[src/rtl/lpf_pkg.sv]
// Shared types and helpers for the time-multiplexed low-pass filter engine.
package lpf_pkg;

  localparam int LPF_FRAC    = 5;
  localparam int LPF_ALPHA_W = LPF_FRAC + 1;
  localparam int LPF_UNITY   = 1 << LPF_FRAC;

  typedef enum logic [1:0] {
    IDLE = 2'd0,
    MUL  = 2'd1,
    WB   = 2'd2
  } lpf_state_e;

  // Wraps an index that may exceed n by less than n back into 0..n-1.
  function automatic int rr_wrap(input int idx, input int n);
    return (idx >= n) ? idx - n : idx;
  endfunction

  function automatic int rr_next(input int idx, input int n);
    return rr_wrap(idx + 1, n);
  endfunction

endpackage

[src/rtl/lpf_mac.sv]
// Registered multiply-add stage: y' = (a*x + (unity-a)*y) >>> FRAC.
module lpf_mac #(
  parameter int W    = 16,
  parameter int FRAC = 5
) (
  input  logic                clk,
  input  logic                rst_n,
  input  logic                start,
  input  logic signed [W-1:0] x,
  input  logic signed [W-1:0] y,
  input  logic [FRAC:0]       a,
  output logic signed [W-1:0] result,
  output logic                done
);

  localparam int PW = W + FRAC + 2;
  localparam logic [FRAC:0] UNITY = {1'b1, {FRAC{1'b0}}};

  logic signed [W-1:0]  x_q, y_q;
  logic [FRAC:0]        a_q;
  logic                 v1_q, v2_q;
  logic signed [PW-1:0] p1_q, p2_q;

  logic [FRAC:0]        b;
  logic signed [PW-1:0] a_ext, b_ext, x_ext, y_ext;
  logic signed [PW-1:0] s, sh;

  // a is clamped upstream, so unity-a never wraps.
  always_comb begin
    b     = UNITY - a_q;
    a_ext = {{(PW-FRAC-1){1'b0}}, a_q};
    b_ext = {{(PW-FRAC-1){1'b0}}, b};
    x_ext = {{(PW-W){x_q[W-1]}}, x_q};
    y_ext = {{(PW-W){y_q[W-1]}}, y_q};
    s     = p1_q + p2_q;
    sh    = s >>> FRAC;
  end

  always_ff @(posedge clk or negedge rst_n) begin
    if (!rst_n) begin
      x_q  <= '0;
      y_q  <= '0;
      a_q  <= '0;
      v1_q <= 1'b0;
      v2_q <= 1'b0;
      p1_q <= '0;
      p2_q <= '0;
    end else begin
      v1_q <= start;
      v2_q <= v1_q;
      if (start) begin
        x_q <= x;
        y_q <= y;
        a_q <= a;
      end
      if (v1_q) begin
        p1_q <= a_ext * x_ext;
        p2_q <= b_ext * y_ext;
      end
    end
  end

  assign result = sh[W-1:0];
  assign done   = v2_q;

endmodule

[src/rtl/lpf_scheduler.sv]
// Round-robin scheduler sharing one EMA datapath across NCH sensor channels.
module lpf_scheduler
  import lpf_pkg::*;
#(
  parameter int NCH           = 6,
  parameter int W             = 16,
  parameter int FRAC          = LPF_FRAC,
  parameter int ALPHA_DEFAULT = 14
) (
  input  logic                   clk,
  input  logic                   rst_n,
  input  logic [NCH-1:0]         sample_valid,
  input  logic [NCH*W-1:0]       sample_data,
  input  logic                   cfg_we,
  input  logic [$clog2(NCH)-1:0] cfg_ch,
  input  logic [FRAC:0]          cfg_alpha,
  input  logic                   ovr_clr,
  output logic                   filt_valid,
  output logic [$clog2(NCH)-1:0] filt_ch,
  output logic [W-1:0]           filt_data,
  output logic [NCH*W-1:0]       filtered,
  output logic [NCH-1:0]         overrun,
  output logic                   busy
);

  localparam int CW = $clog2(NCH);
  localparam int AW = FRAC + 1;
  localparam logic [AW-1:0] UNITY     = {1'b1, {FRAC{1'b0}}};
  localparam logic [AW-1:0] ALPHA_RST = AW'(ALPHA_DEFAULT);

  logic signed [W-1:0] sample_q [NCH];
  logic signed [W-1:0] state_q  [NCH];
  logic [AW-1:0]       alpha_q  [NCH];
  logic [NCH-1:0]      pending_q, overrun_q;
  logic [NCH-1:0]      hit, ovr_set;
  logic [CW-1:0]       rr_ptr, grant_q, grant_idx;
  logic                grant_any, grant_en, wb_fire;
  logic [AW-1:0]       alpha_w;
  lpf_state_e          st, st_nxt;

  logic signed [W-1:0] mac_result;
  logic                mac_done;

  // Arbiter: first pending channel at or after rr_ptr; lowest offset wins.
  always_comb begin
    grant_any = 1'b0;
    grant_idx = '0;
    for (int k = NCH - 1; k >= 0; k--) begin
      if (pending_q[rr_wrap(int'(rr_ptr) + k, NCH)]) begin
        grant_any = 1'b1;
        grant_idx = CW'(rr_wrap(int'(rr_ptr) + k, NCH));
      end
    end
  end

  // FSM: state register
  always_ff @(posedge clk or negedge rst_n) begin
    if (!rst_n) st <= IDLE;
    else        st <= st_nxt;
  end

  // FSM: next state
  always_comb begin
    st_nxt = st;
    case (st)
      IDLE:    if (grant_any) st_nxt = MUL;
      MUL:     st_nxt = WB;
      WB:      st_nxt = IDLE;
      default: st_nxt = IDLE;
    endcase
  end

  // FSM: outputs
  always_comb begin
    busy     = (st != IDLE);
    grant_en = (st == IDLE) && grant_any;
    wb_fire  = (st == WB) && mac_done;
  end

  // sample_valid is a one-cycle strobe with no back-pressure: a capture is
  // always accepted, and an unserviced older sample is overwritten (overrun).
  always_comb begin
    for (int c = 0; c < NCH; c++) begin
      hit[c]     = grant_en && (grant_idx == CW'(c));
      ovr_set[c] = sample_valid[c] && pending_q[c] && !hit[c];
    end
  end

  always_comb begin
    alpha_w = (cfg_alpha > UNITY) ? UNITY : cfg_alpha;
  end

  always_ff @(posedge clk or negedge rst_n) begin
    if (!rst_n) begin
      pending_q <= '0;
      overrun_q <= '0;
      for (int c = 0; c < NCH; c++) begin
        sample_q[c] <= '0;
        alpha_q[c]  <= ALPHA_RST;
      end
    end else begin
      for (int c = 0; c < NCH; c++) begin
        if (sample_valid[c]) sample_q[c] <= sample_data[c*W +: W];
        if (cfg_we && (cfg_ch == CW'(c))) alpha_q[c] <= alpha_w;
      end
      // A capture in the grant cycle re-queues the channel with the new sample.
      pending_q <= sample_valid | (pending_q & ~hit);
      overrun_q <= ovr_set | (overrun_q & {NCH{~ovr_clr}});
    end
  end

  always_ff @(posedge clk or negedge rst_n) begin
    if (!rst_n) begin
      grant_q    <= '0;
      rr_ptr     <= '0;
      filt_valid <= 1'b0;
      filt_ch    <= '0;
      filt_data  <= '0;
      for (int c = 0; c < NCH; c++) state_q[c] <= '0;
    end else begin
      filt_valid <= wb_fire;
      if (grant_en) grant_q <= grant_idx;
      if (wb_fire) begin
        filt_ch   <= grant_q;
        filt_data <= mac_result;
        rr_ptr    <= CW'(rr_next(int'(grant_q), NCH));
        for (int c = 0; c < NCH; c++) begin
          if (grant_q == CW'(c)) state_q[c] <= mac_result;
        end
      end
    end
  end

  lpf_mac #(
    .W    (W),
    .FRAC (FRAC)
  ) u_mac (
    .clk    (clk),
    .rst_n  (rst_n),
    .start  (grant_en),
    .x      (sample_q[grant_idx]),
    .y      (state_q[grant_idx]),
    .a      (alpha_q[grant_idx]),
    .result (mac_result),
    .done   (mac_done)
  );

  for (genvar c = 0; c < NCH; c++) begin : g_flat
    assign filtered[c*W +: W] = state_q[c];
  end

  assign overrun = overrun_q;

endmodule

[config.mk]
export PLATFORM = sky130hd
export DESIGN_NAME = lpf_scheduler
export DESIGN_NICKNAME = d
export VERILOG_FILES = /design/src/rtl/lpf_pkg.sv /design/src/rtl/lpf_mac.sv /design/src/rtl/lpf_scheduler.sv
export SDC_FILE = /design/constraint.sdc
export NUM_CORES = 1
export LEC_CHECK = 0
export ABC_AREA = 1
export BUFFER_PORTS_ARGS = -buffer_cell sky130_fd_sc_hd__buf_2
export CAP_MARGIN = 30
export CORE_MARGIN = 10
export CORE_UTILIZATION = 40
export CTS_CLUSTER_DIAMETER = 120
export DETAILED_ROUTE_END_ITERATION = 12
export HOLD_SLACK_MARGIN = 0.02
export PLACE_DENSITY = 0.61
export REMOVE_ABC_BUFFERS = 1
export SYNTH_ARGS = -nofsm -noshare
export SYNTH_HDL_FRONTEND = slang
export SYNTH_SLANG_ARGS = --single-unit
[constraint.sdc]
create_clock -name clk -period 8.8 [get_ports clk]
set_clock_uncertainty 0.05 [all_clocks]
set_input_delay 1.76 -clock clk [delete_from_list [all_inputs] [get_ports clk]]
set_output_delay 1.76 -clock clk [all_outputs]
set_load 0.01 [all_outputs]
==> qor.csv, run 1 <==
metric;value;unit
fin crit period;5.94;ns
Slew HR;26.2;%
Synth Area in Simple Gates;28.3;%
mux contribution to synthesized area;1.48;%
Ys Warns;0;
largest cells by area after synthesis;dfrtp_1, nand2_1, fa_1;
CTS sink cnt;350;
Non-Filler Instances;4231;
layout cells sized above 1;12.2;%
GR Overflow Total;0;
max-cap viol count;0;
crit end category;flip-flop;
Worst-Margin Slew;1.11;ns
GPL Wtd Cong;0.903;
DR iter-0 viols;1681;
clk_lat worst skew;0.57;ns
status;completed;
post-synthesis adder-cell area fraction;16.4;%
crit path kind;flip-flop to flip-flop;
WL final;71900;um
Max Buffers Root-to-Sink;3;
Die Span Y;267;um
via count;21300;
Clock transition at path regs;0.06;ns
Synth Area in Compound Gates;7.08;%
FFs w/ async S/R, synth;100;%
Worst setup SP type;flip-flop;
Fmax achieved;0.168;GHz
Synth area leader;dfrtp_1;
cts repair resizes;0;
Post-route DRC;0;
Post-CTS Setup Bufs;0;
Hold Path Depth;1;
Post-Synthesis Cells;3247;
drt pass-1 iters;8;
Detailed Place HPWL;52100;um
Syn-to-layout area delta;13.0;%
Post-synth top flop;dfrtp_1;
ANT nets after route;0;
clk root buf;clkbuf_16;
vias per inst;5.03;
register area share after synthesis;36.1;%
initial antenna violation count;0;
Cell variety after synth;46;
main combinational cell family by area after synthesis;simple AND/OR/NAND/NOR gates;
IO Pins;238;
first-pass GRT wire length;116000;um
hold crit path type;flip-flop to flip-flop;
nets;3780;
row cnt;90;
input/output buffers;237;
Final Max Slew Viols;0;
Commonest cells post-synth;nand2_1, inv_1, dfrtp_1;
fin crit share;67.5;%
FILL cells;6117;
initial core utilization;40.4;%
diode count;0;
TritonCTS clock tree;built;
die area;71100;sq um
GRT Util Overall;20.1;%
number of enable flip-flop cells after synthesis;0;
worst-case reg-to-reg path depth;25;
Setup Viol. Count Final;0;
XOR/XNOR Fraction of Synth Area;1.55;%
Post-Syn Area;24300;sq um
#FFs+latches synth;350;
Die Wd;267;um
H-tree depth;2;
CP arrival;6.33;ns
pin count of the biggest net entering global routing;152;
mean post-synth cell area;7.50;sq um
setup_tns;0;ns
vias in the first global route;20900;
placed cells;4157;
Hold Vio Cnt, Final;0;
hold_buf cts;0;
DR WL/cell;17.0;um
CTS buffer count;43;
unrepaired setup endpoints after global routing;false;
core area;60200;sq um
CP Data Required Time;9.20;ns
most frequent cell after synthesis;nand2_1;
crit-path max FO;19;
Synth top area share;34.1;%
through the flow:
stage                     setup WS, ns  hold WS, ns  util (%)  instance area [sq um]
after CTS                         2.90        0.405      45.6                  27500
after global routing              2.36        0.409      45.7                  27500
final                             2.86        0.406      45.7                  27500
after detailed placement          2.92        0.396      43.4                  26100
after global placement            2.95        0.398      43.3                  26100
after floorplan                   3.24        0.373         -                  23700
kinds of logic after synthesis:
logic type | after synthesis
muxes | 32
and+or+nand+nor | 1712
DFF | 350
xor gates and xnor gates | 43
adders and majority gates | 244
AOI/OAI and AO/OA | 313
buffers and inverters | 553
layout by cell type, fill, tap and decap left out, types with 17 or more instances in the layout:
| cell type | count |
|---|---|
| nand2_1 | 1243 |
| inv_1 | 376 |
| dfrtp_1 | 332 |
| nand3_1 | 276 |
| buf_2 | 236 |
| nor2_1 | 145 |
| o21ai_0 | 136 |
| fa_1 | 124 |
| ha_1 | 120 |
| a21oi_1 | 105 |
| clkbuf_16 | 43 |
| mux2_2 | 32 |
| xor2_1 | 26 |
| clkinv_1 | 25 |
| buf_4 | 22 |
| inv_2 | 18 |
| dfstp_2 | 18 |
| xnor2_1 | 17 |
final timing paths:
kind | from | to | slack (ns)
max | u_mac.a_q[0]$_DFFE_PN0P_ | u_mac.p2_q[14]$_DFFE_PN0P_ | 2.86
min | st[1]$_DFFE_PN0P_ | st[1]$_DFFE_PN0P_ | 0.41
max reg2reg | u_mac.a_q[0]$_DFFE_PN0P_ | u_mac.p2_q[14]$_DFFE_PN0P_ | 2.86
min reg2reg | st[1]$_DFFE_PN0P_ | st[1]$_DFFE_PN0P_ | 0.41
max in group asynchronous | rst_n | alpha_q[11]$_DFFE_PN0P_ | 5.94
min in group asynchronous | rst_n | filt_data[0]$_DFFE_PN0P_ | 1.27
metal layers:
metal	track usage, %	part of all wire (%)	vias up	wire length, um
li1	-	-	10500	-
met1	27.0	46	10000	32700
met2	33.4	46	655	33200
met3	3.19	6.2	106	4480
met4	4.81	2.0	0	1410
met5	0	0	-	0
final cells by class:
cell class	instances	area, sq um	area share [%]
tap	782	978	3.56
clock buffer	57	1190	4.32
timing repair buffer	263	1450	5.27
clock inverter	16	171	0.623
multi-input combinational	2344	13400	48.6
inverter	419	1570	5.72
sequential	350	8780	31.9
worst max-delay path, stage by stage (launching register included):
cell      delay (ns)
dfrtp_1         0.76
inv_1           0.13
ha_1            0.26
xnor2_1         0.14
inv_1           0.42
nor2_1          0.13
fa_1            0.50
ha_1            0.29
inv_1           0.04
fa_1            0.45
fa_1            0.49
inv_1           0.04
ha_1            0.37
inv_1           0.07
o21ai_0         0.22
a31oi_1         0.11
o21ai_0         0.38
a21boi_0        0.22
o21ai_0         0.32
nand2_1         0.08
nand2_1         0.06
a21oi_1         0.07
inv_1           0.06
nand2_1         0.04
nand3_1         0.06
nand2_1         0.05
sequential cells by signal, indices dropped and copies added (netlist names):
register and cells:
u_mac.a_q 6, u_mac.v1_q 1, u_mac.p2_q 21, u_mac.done 1, sample_q 96, filtered 96
grant_q 3, u_mac.p1_q 21, st 2, filt_valid 1, filt_data 16, u_mac.y_q 16
pending_q 6, overrun 6, filt_ch 3, alpha_q 36, u_mac.x_q 16, rr_ptr 3
Power of run 1 is not shown: default switching activity piles up to over one toggle a cycle in this logic, so the estimate is an artifact.
==> inputs of run 2 (changes only) <==
--- a/config.mk
+++ b/config.mk
@@ -5,7 +5,7 @@
 export SDC_FILE = /design/constraint.sdc
 export NUM_CORES = 1
 export LEC_CHECK = 0
-export ABC_AREA = 1
+export ABC_AREA = 0
 export BUFFER_PORTS_ARGS = -buffer_cell sky130_fd_sc_hd__buf_2
 export CAP_MARGIN = 30
 export CORE_MARGIN = 10
==> constraint.sdc (replaced) <==
create_clock -name clk -period 5.5 [get_ports clk]
set_clock_uncertainty 0.05 [all_clocks]
set_input_delay 1.1 -clock clk [delete_from_list [all_inputs] [get_ports clk]]
set_output_delay 1.1 -clock clk [all_outputs]
set_load 0.01 [all_outputs]
==> qor.csv, run 2 <==
metric;value;unit;change
status;completed;;
Max Buffers Root-to-Sink;3;;unchanged
vias in the first global route;17400;;-17%
setup_tns;0;ns;unchanged
Layout Utilization;47.4;%;+1.8 points
DR iter-0 viols;831;;-51%
DR WL/cell;18.4;um;+8.4%
Hold Path Depth;1;;unchanged
first-pass GRT wire length;95800;um;-17%
Cell variety after synth;77;;+67%
initial antenna violation count;2;;+2
WL final;58400;um;-19%
FFs w/ async S/R, synth;100;%;unchanged
Synth top area share;36.6;%;+2.5 points
core area;56300;sq um;-6.6%
ANT nets after route;0;;unchanged
Reg-to-Reg Start;u_mac.a_q[0]$_DFFE_PN0P_;;
Die Span Y;258;um;-3.2%
hold wc startpoint;st[1]$_DFFE_PN0P_;;
crit end category;flip-flop;;
Worst setup SP type;flip-flop;;
drt pass-1 iters;5;;-3
Clock transition at path regs;0.06;ns;about the same
Buf+Inv Stages, Crit Path;6;;unchanged
initial core utilization;40.3;%;-0.056 points
diode count;0;;unchanged
row cnt;87;;-3.3%
layout cells sized above 1;25.4;%;+13 points
Critical Path Most Common Cell;fa_1;;
Synth Area in Compound Gates;12.0;%;+4.9 points
pin count of the biggest net entering global routing;113;;-26%
total stage count of the critical path;22;;-12%
GR Overflow Total;0;;unchanged
input/output buffers;237;;unchanged
IO Pins;238;;unchanged
vias per inst;5.15;;+2.3%
#FFs+latches synth;350;;unchanged
Die Wd;258;um;-3.2%
main combinational cell family by area after synthesis;adder cells;;
mux contribution to synthesized area;12.7;%;+11 points
nets;2742;;-27%
CP arrival;5.84;ns;-0.49 ns
Synth area leader;dfrtp_1;;
Post-route DRC;0;;unchanged
hold crit path type;flip-flop to flip-flop;;
CTS buffer count;42;;-2.3%
CP Data Required Time;5.89;ns;-3.31 ns
Post-synth top flop;dfrtp_1;;
GRT Util Overall;17.5;%;-2.6 points
Non-Filler Instances;3171;;-25%
largest cells by area after synthesis;dfrtp_1, fa_1, mux2_2;;
clk_lat worst skew;0.57;ns;about the same
Crit path largest cell delay;0.54;ns;-0.22 ns
GPL Wtd Cong;0.871;;-3.6%
most common cell after layout, fill and taps aside;dfrtp_1;;
Hold Vio Cnt, Final;0;;unchanged
most frequent cell after synthesis;dfrtp_1;;
Fmax achieved;0.184;GHz;+9.0%
Syn-to-layout area delta;17.6;%;
reg-to-reg endpoint;u_mac.p2_q[20]$_DFFE_PN0P_;;
crit path kind;flip-flop to flip-flop;;
clk root buf;clkbuf_16;;
CP cell instances;buf_6 -> nor3_4 -> xnor2_4 -> and2_4 -> fa_1 -> inv_2 -> fa_1 -> inv_2 -> fa_1 -> inv_1 -> fa_1 -> inv_2 -> ha_4 -> inv_1 -> o211a_1 -> o311a_1 -> nor3_2 -> a41o_1 -> nand2b_4 -> a31oi_2 -> xnor2_1 -> mux2_2;;
fin crit share;99.0;%;+32 points
die area;66700;sq um;-6.2%
Ys Warns;0;;unchanged
Commonest cells post-synth;dfrtp_1, nand2_1, o21ai_0;;
Detailed Place HPWL;44000;um;-15%
Final Max Slew Viols;0;;unchanged
CTS sink cnt;350;;unchanged
Hold EP;st[1]$_DFFE_PN0P_;;
register area share after synthesis;38.7;%;+2.6 points
Synth Area in Simple Gates;11.3;%;-17 points
Setup Viol. Count Final;0;;unchanged
fin crit period;5.45;ns;-0.490 ns
mean post-synth cell area;10.6;sq um;+42%
most frequent cells in the layout;dfrtp_1, nand2_1, buf_2;;
Post-Synthesis Cells;2138;;-34%
H-tree depth;2;;unchanged
Worst-Margin Slew;0.925;ns;-0.182 ns
number of enable flip-flop cells after synthesis;0;;unchanged
Worst path slowest cell;fa_1;;
Slew HR;38.3;%;+12 points
TritonCTS clock tree;built;;
XOR/XNOR Fraction of Synth Area;2.78;%;+1.2 points
worst-case reg-to-reg path depth;22;;-12%
unrepaired setup endpoints after global routing;true;;
hold_buf cts;0;;unchanged
crit-path leading delay family;adder cells;;
crit-path max FO;5;;-14
via count;16300;;-23%
max-cap viol count;0;;unchanged
Post-Syn Area;22700;sq um;-6.7%
reg2reg setup slack;0.05;ns;-2.81 ns
post-synthesis adder-cell area fraction;17.5;%;+1.2 points
placed cells;3089;;-26%
## run 2: changes by cell type after synthesis, sizes merged, moves of 42 or more
cell,before,now
a21oi,106,54
and2,1,133
inv,394,164
nand2,1248,261
mux2i,0,86
o221ai,0,42
mux2,32,177
nand3,277,24
nor2,145,50
## run 2: what timing repair did
item,4_1_cts,5_1_grt
endpoints found under the hold margin,0,0
gates resized for setup,11,35
cloned,0,0
buffers inserted,2,3
endpoints found under the setup margin,4,8
pin swaps,3,17
## run 2: worst max path at each step
stage,startpoint,endpoint,slack (ns)
floorplan,rr_ptr[0]$_DFFE_PN0P_,pending_q[1]$_DFF_PN0_,-3.19
global placement,u_mac.a_q[0]$_DFFE_PN0P_,u_mac.p2_q[17]$_DFFE_PN0P_,-0.11
detailed placement,u_mac.a_q[0]$_DFFE_PN0P_,u_mac.p2_q[17]$_DFFE_PN0P_,-0.23
CTS,u_mac.a_q[0]$_DFFE_PN0P_,u_mac.p2_q[20]$_DFFE_PN0P_,0.02
global route,u_mac.a_q[0]$_DFFE_PN0P_,u_mac.p2_q[20]$_DFFE_PN0P_,-0.13
finish,u_mac.a_q[0]$_DFFE_PN0P_,u_mac.p2_q[20]$_DFFE_PN0P_,0.05
## run 2: logic make-up after synthesis
family / count (synthesis)
AO/OA/AOI/OAI: 397
AND/OR/NAND/NOR: 539
buffers and inverters: 272
adder cells (fa/ha/maj): 244
XOR/XNOR: 72
flip-flops: 350
multiplexers: 264
## run 2: cell type report
type	instances	area, sq um
Fill cell	5247	29600
Timing Repair Buffer	307	1920
Multi-Input combinational cell	1516	13000
Clock inverter	20	235
Clock buffer	56	1180
Tap cell	756	946
Sequential cell	350	8780
Inverter	166	623
## run 2: metrics by stage
| stage | area [sq um] | hold slack, ns | worst slack (ns) |
|---|---|---|---|
| finish | 26700 | 0.407 | 0.0540 |
| global route | 26700 | 0.429 | -0.133 |
| CTS | 26500 | 0.404 | 0.0186 |
| detailed placement | 25000 | 0.396 | -0.231 |
| global placement | 24900 | 0.391 | -0.105 |
| floorplan | 22200 | 0.376 | -3.19 |
## run 2: per-layer routing
metal  vias to the layer above  global-route usage, %  wire (um)  part of all wire [%]
li1                       7797                      -          -                     -
met4                         0                   3.53        750                   1.3
met1                      8139                   23.3      26800                    46
met5                         -                      0          0                     0
met2                       330                   29.2      27800                    48
met3                        59                   3.65       3110                   5.3
## run 2: worst register-to-register path: cells and delay by family (launching register included)
kind / cells / cell delay (ns)
adders and majority gates: 5 / 2.30
AOI/OAI and AO/OA: 4 / 0.87
and+or+nand+nor: 4 / 0.80
DFF: 1 / 0.40
buffers and inverters: 6 / 0.37
xor gates and xnor gates: 2 / 0.29
muxes: 1 / 0.26
Power of run 2 is left out for the same reason.
